File: src/rtl/result_streamer.sv
// Streams a block of result words out of the data memory over valid/ready.
// Reads are issued ahead of the consumer and buffered so backpressure never loses or repeats a word.
module result_streamer #(
  parameter int ADDR_W = 12,
  parameter int DATA_W = 12,
  parameter int FIFO_D = 2
) (
  input  logic              clk,
  input  logic              rst_n,
  input  logic              start,
  input  logic [ADDR_W-1:0] base_addr,
  input  logic [ADDR_W:0]   word_count,
  output logic [ADDR_W-1:0] addr_tb,
  input  logic [DATA_W-1:0] result,
  output logic [DATA_W-1:0] out_data,
  output logic              out_valid,
  input  logic              out_ready,
  output logic              out_last,
  output logic              busy,
  output logic              done
);
  // One extra slot holds the read that is already sitting in the memory's output
  // register when the issue check stops counting it as in flight.
  localparam int DEPTH = FIFO_D + 1;
  localparam int PW    = $clog2(DEPTH);
  localparam int CW    = $clog2(DEPTH + 1);

  typedef enum logic [1:0] {IDLE, RUN, FINISH} state_t;
  state_t state, state_nxt;

  logic [ADDR_W-1:0] addr_q;
  logic [ADDR_W:0]   issue_cnt, send_cnt;
  logic [1:0]        vld_pipe;   // [0]: address out this cycle, [1]: result valid this cycle
  logic [DATA_W-1:0] fifo_mem [DEPTH];
  logic [PW-1:0]     wr_ptr, rd_ptr;
  logic [CW-1:0]     occ;
  logic              issue, push, pop;

  function automatic logic [PW-1:0] ptr_inc(input logic [PW-1:0] p);
    return (p == PW'(DEPTH - 1)) ? '0 : p + 1'b1;
  endfunction

  assign out_valid = (occ != '0);
  assign out_data  = fifo_mem[rd_ptr];
  assign out_last  = out_valid && (send_cnt == (ADDR_W+1)'(1));
  assign busy      = (state == RUN);
  assign done      = (state == FINISH);
  assign pop       = out_valid && out_ready;
  assign push      = vld_pipe[1];
  assign issue     = (state == RUN) && (issue_cnt != '0) &&
                     ((int'(occ) - int'(pop) + int'(vld_pipe[0])) < FIFO_D);

  always_ff @(posedge clk or negedge rst_n) begin
    if (!rst_n) state <= IDLE;
    else        state <= state_nxt;
  end

  always_comb begin
    state_nxt = state;
    case (state)
      IDLE:    if (start) state_nxt = (word_count == '0) ? FINISH : RUN;
      RUN:     if (pop && send_cnt == (ADDR_W+1)'(1)) state_nxt = FINISH;
      FINISH:  state_nxt = IDLE;
      default: state_nxt = IDLE;
    endcase
  end

  always_ff @(posedge clk or negedge rst_n) begin
    if (!rst_n) begin
      addr_q    <= '0;
      addr_tb   <= '0;
      issue_cnt <= '0;
      send_cnt  <= '0;
      vld_pipe  <= '0;
    end else begin
      vld_pipe <= {vld_pipe[0], issue};
      if (state == IDLE && start) begin
        addr_q    <= base_addr;
        issue_cnt <= word_count;
        send_cnt  <= word_count;
      end else begin
        if (issue) begin
          addr_tb   <= addr_q;
          addr_q    <= addr_q + 1'b1;
          issue_cnt <= issue_cnt - 1'b1;
        end
        if (pop) send_cnt <= send_cnt - 1'b1;
      end
    end
  end

  always_ff @(posedge clk or negedge rst_n) begin
    if (!rst_n) begin
      for (int i = 0; i < DEPTH; i++) fifo_mem[i] <= '0;
      wr_ptr <= '0;
      rd_ptr <= '0;
      occ    <= '0;
    end else begin
      if (push) begin
        fifo_mem[wr_ptr] <= result;
        wr_ptr           <= ptr_inc(wr_ptr);
      end
      if (pop) rd_ptr <= ptr_inc(rd_ptr);
      occ <= occ + CW'(push) - CW'(pop);
    end
  end
endmodule

File: config.mk
export PLATFORM = sky130hd
export DESIGN_NAME = result_streamer
export DESIGN_NICKNAME = d
export VERILOG_FILES = /design/src/rtl/result_streamer.sv
export SDC_FILE = /design/constraint.sdc
export NUM_CORES = 1
export LEC_CHECK = 0
export ABC_AREA = 1
export CORE_ASPECT_RATIO = 1.4
export CORE_MARGIN = 2
export CORE_UTILIZATION = 35
export CTS_CLUSTER_DIAMETER = 120
export CTS_CLUSTER_SIZE = 24
export DETAILED_ROUTE_END_ITERATION = 7
export HOLD_SLACK_MARGIN = 0.02
export PLACE_DENSITY = 0.67
export RECOVER_POWER = 25
export SYNTH_ARGS = -nofsm -noshare
export SYNTH_HDL_FRONTEND = slang
export SYNTH_SLANG_ARGS = --single-unit
File: constraint.sdc
create_clock -name clk -period 5.2 [get_ports clk]
set_clock_uncertainty 0.1 [all_clocks]
set_input_delay 0.78 -clock clk [delete_from_list [all_inputs] [get_ports clk]]
set_output_delay 0.78 -clock clk [all_outputs]
set_load 0.01 [all_outputs]
==> metrics.cfg <==
[global_route]
grt_pass1_wl_um = 19900
grt_pass1_vias = 4178
overflow = 0
grt_max_degree = 64
antenna_found_initial = 0
grt_use_total_pct = 16.1

[logic_synthesis]
syn_area_um2 = 4970
ys_seq_elements = 96
syn-num-nets = 696
ys_types = 27
post-synth-top-area-cell = dfrtp_1
synth_area_leaders = dfrtp_1 (48%), nand2_1 (15%), nand3_1 (9.0%)
yosysMostFrequentCell = nand2_1
synth_top_area_share_pct = 48.3
synth_commonest_cells = nand2_1 (198), dfrtp_1 (96), nand3_1 (89)
synth_ff_type = dfrtp_1
syn_avg_cell_area_um2 = 7.66
synth_edf_count = 0
ys_seq_area_share_pct = 48.3
async_flop_share_pct = 100
synth_cells = 649
yosys_warnings = 0

[clocking]
path_clk_slew_ns = 0.07
root_buffer = clkbuf_16
cts_buffers = 9
cts_resized = 0
cts_tree = done
clk_latency_ns = 0.34
clock_sinks = 96
htree_levels = 3
cts_setup_buffers = 0
clockBufferDepth = 2
postCtsHoldBufs = 0

[floorplanning]
die_area_um2 = 15200
die_h_um = 145
core_um2 = 13900
io_pins = 69
die_w_um = 105
rows = 51
start_util_pct = 35.8

[drt]
route.vias.total = 4318
postRouteAntennaNets = 0
drt_iter0_markers = 159
drt_first_pass_iters = 4
finalWirelength_um = 11800
drt-vias-per-instance = 4.81
drc = 0
drt-wirelength-per-cell_um = 13.1

[finish]
diodes = 0
instances_no_fill = 898
drive_gt1_share_pct = 4.21
synthToLayoutAreaGrowth_pct = 22.3
post-route-util_pct = 43.7
n_fill_cell = 1461
nNetsFinal = 755

[worst_setup_path]
cpPeakStageDelay_ns = 2.33
crit_type = in -> async
start_kind = primary input
path_delay_family = buffers and inverters
crit_required_ns = 4.80
crit_fanout = 63
slowest_stage = clkbuf_1
crit_chain = clkbuf_1
cp.buffers_inverters = 1
cp-end-kind = async pin
arrival_ns = 3.15

[placed_design]
hpwl_um = 8330
place_ws_ns = 1.80
numPortBuffers = 68
place_congestion = 0.835
placed_cells = 882

[flow_run]
maxCapViolations = 1

[pwr]
p_leak_nw = 2.89
p_total_mw = 3.78
vdd_drop_max_mv = 0.258
cellPowerDensity_nw_per_um2 = 622

[sta]
finalMaxSlewViolations = 64
rsz0062_at_grt = false
hold_violations = 0
clock.fmax_ghz = 0.281
tightest_slew_ns = 3.36
setup_ws_ns = 1.64
period_minus_slack_ns = 3.56
setup_viol_count_final = 0
finalSetupTns_ns = 0
slew_headroom_pct = -124
fin_crit_sh_pct = 68.4

[run_status]
violations = capacitance limit, slew limit
status = finished, violations left

[hold_path]
hold_class = reg -> reg

==> cell usage in the layout (no fill, tap or decap), types with 2 or more instances in the layout <==
cell | synthesis | layout
buf_4 | 0 | 4
clkbuf_16 | 0 | 9
clkdlybuf4s50_1 | 0 | 67
clkinvlp_4 | 0 | 2
dfrtp_1 | 96 | 96
ha_1 | 5 | 5
inv_1 | 75 | 75
inv_2 | 2 | 2
inv_8 | 0 | 3
nand2_1 | 198 | 198
nand2_2 | 2 | 2
nand3_1 | 89 | 89
nand3b_1 | 4 | 4
nand4_1 | 4 | 4
nor2_1 | 44 | 44
nor3_1 | 2 | 2
o211ai_1 | 16 | 16
o21ai_0 | 61 | 61
o221ai_1 | 2 | 2
or2_2 | 3 | 3
xnor2_1 | 2 | 2
xor2_1 | 13 | 13
==> registers in the layout, summed over array words and instances, names as in the netlist <==
signal and count:
fifo_mem 36, issue_cnt 13, send_cnt 13, vld_pipe 2
addr_tb 12, state 2, addr_q 12, rd_ptr 2
occ 2, wr_ptr 2
==> layout make-up <==
| class | count | area, um^2 | area share, % |
|---|---|---|---|
| Clock buffer | 9 | 225 | 3.70 |
| Sequential cell | 96 | 2400 | 39.5 |
| Tap cell | 185 | 231 | 3.81 |
| Clock inverter | 7 | 73.8 | 1.21 |
| Timing Repair Buffer | 72 | 704 | 11.6 |
| Multi-Input combinational cell | 452 | 2160 | 35.4 |
| Inverter | 77 | 289 | 4.75 |
==> metrics by stage <==
| step | hold WS, ns | instance area (um^2) |
|---|---|---|
| floorplan | 0.254 | 4970 |
| global placement | 0.269 | 5790 |
| detailed placement | 0.271 | 5790 |
| CTS | 0.291 | 6090 |
| global route | 0.299 | 6080 |
| finish | 0.285 | 6080 |
==> cell families (layout without fill, tap and decap cells) <==
group / count (synthesis) / count (layout) / synth area share, %
buf+inv: 101 / 165 / 8.35
flops: 96 / 96 / 48.3
simple gates: 351 / 351 / 30.0
fa+ha+maj: 6 / 6 / 1.66
xor+xnor: 15 / 15 / 2.64
compound gates: 80 / 80 / 9.06
==> per-layer routing <==
layer | GRT usage [%] | share of wire (%)
met1 | 20.3 | 45
met2 | 27.8 | 50
met3 | 2.61 | 3.2
met5 | 0 | 0
met4 | 5.87 | 1.6
==> power breakdown <==
| part | switching, mW | internal (mW) | leakage (nW) |
|---|---|---|---|
| clock network | 0.318 | 0.340 | 0.141 |
| registers | 0.274 | 1.11 | 1.19 |
| logic | 1.02 | 0.718 | 1.57 |
==> worst paths after layout <==
check / startpoint / endpoint / slack [ns] / depth (start not counted)
max: rst_n / addr_tb[8] / 1.64 / 1
min: vld_pipe[0] / vld_pipe[1] / 0.29 / 0
max reg2reg: occ[1] / addr_q[1] / 2.53 / 15
min reg2reg: vld_pipe[0] / vld_pipe[1] / 0.29 / 0
max in group clk: rd_ptr[1] / out_data[4] / 1.72 / 4
min in group asynchronous: rst_n / fifo_mem[19] / 1.45 / 1
Note: power is estimated with default switching activity, not from simulation.
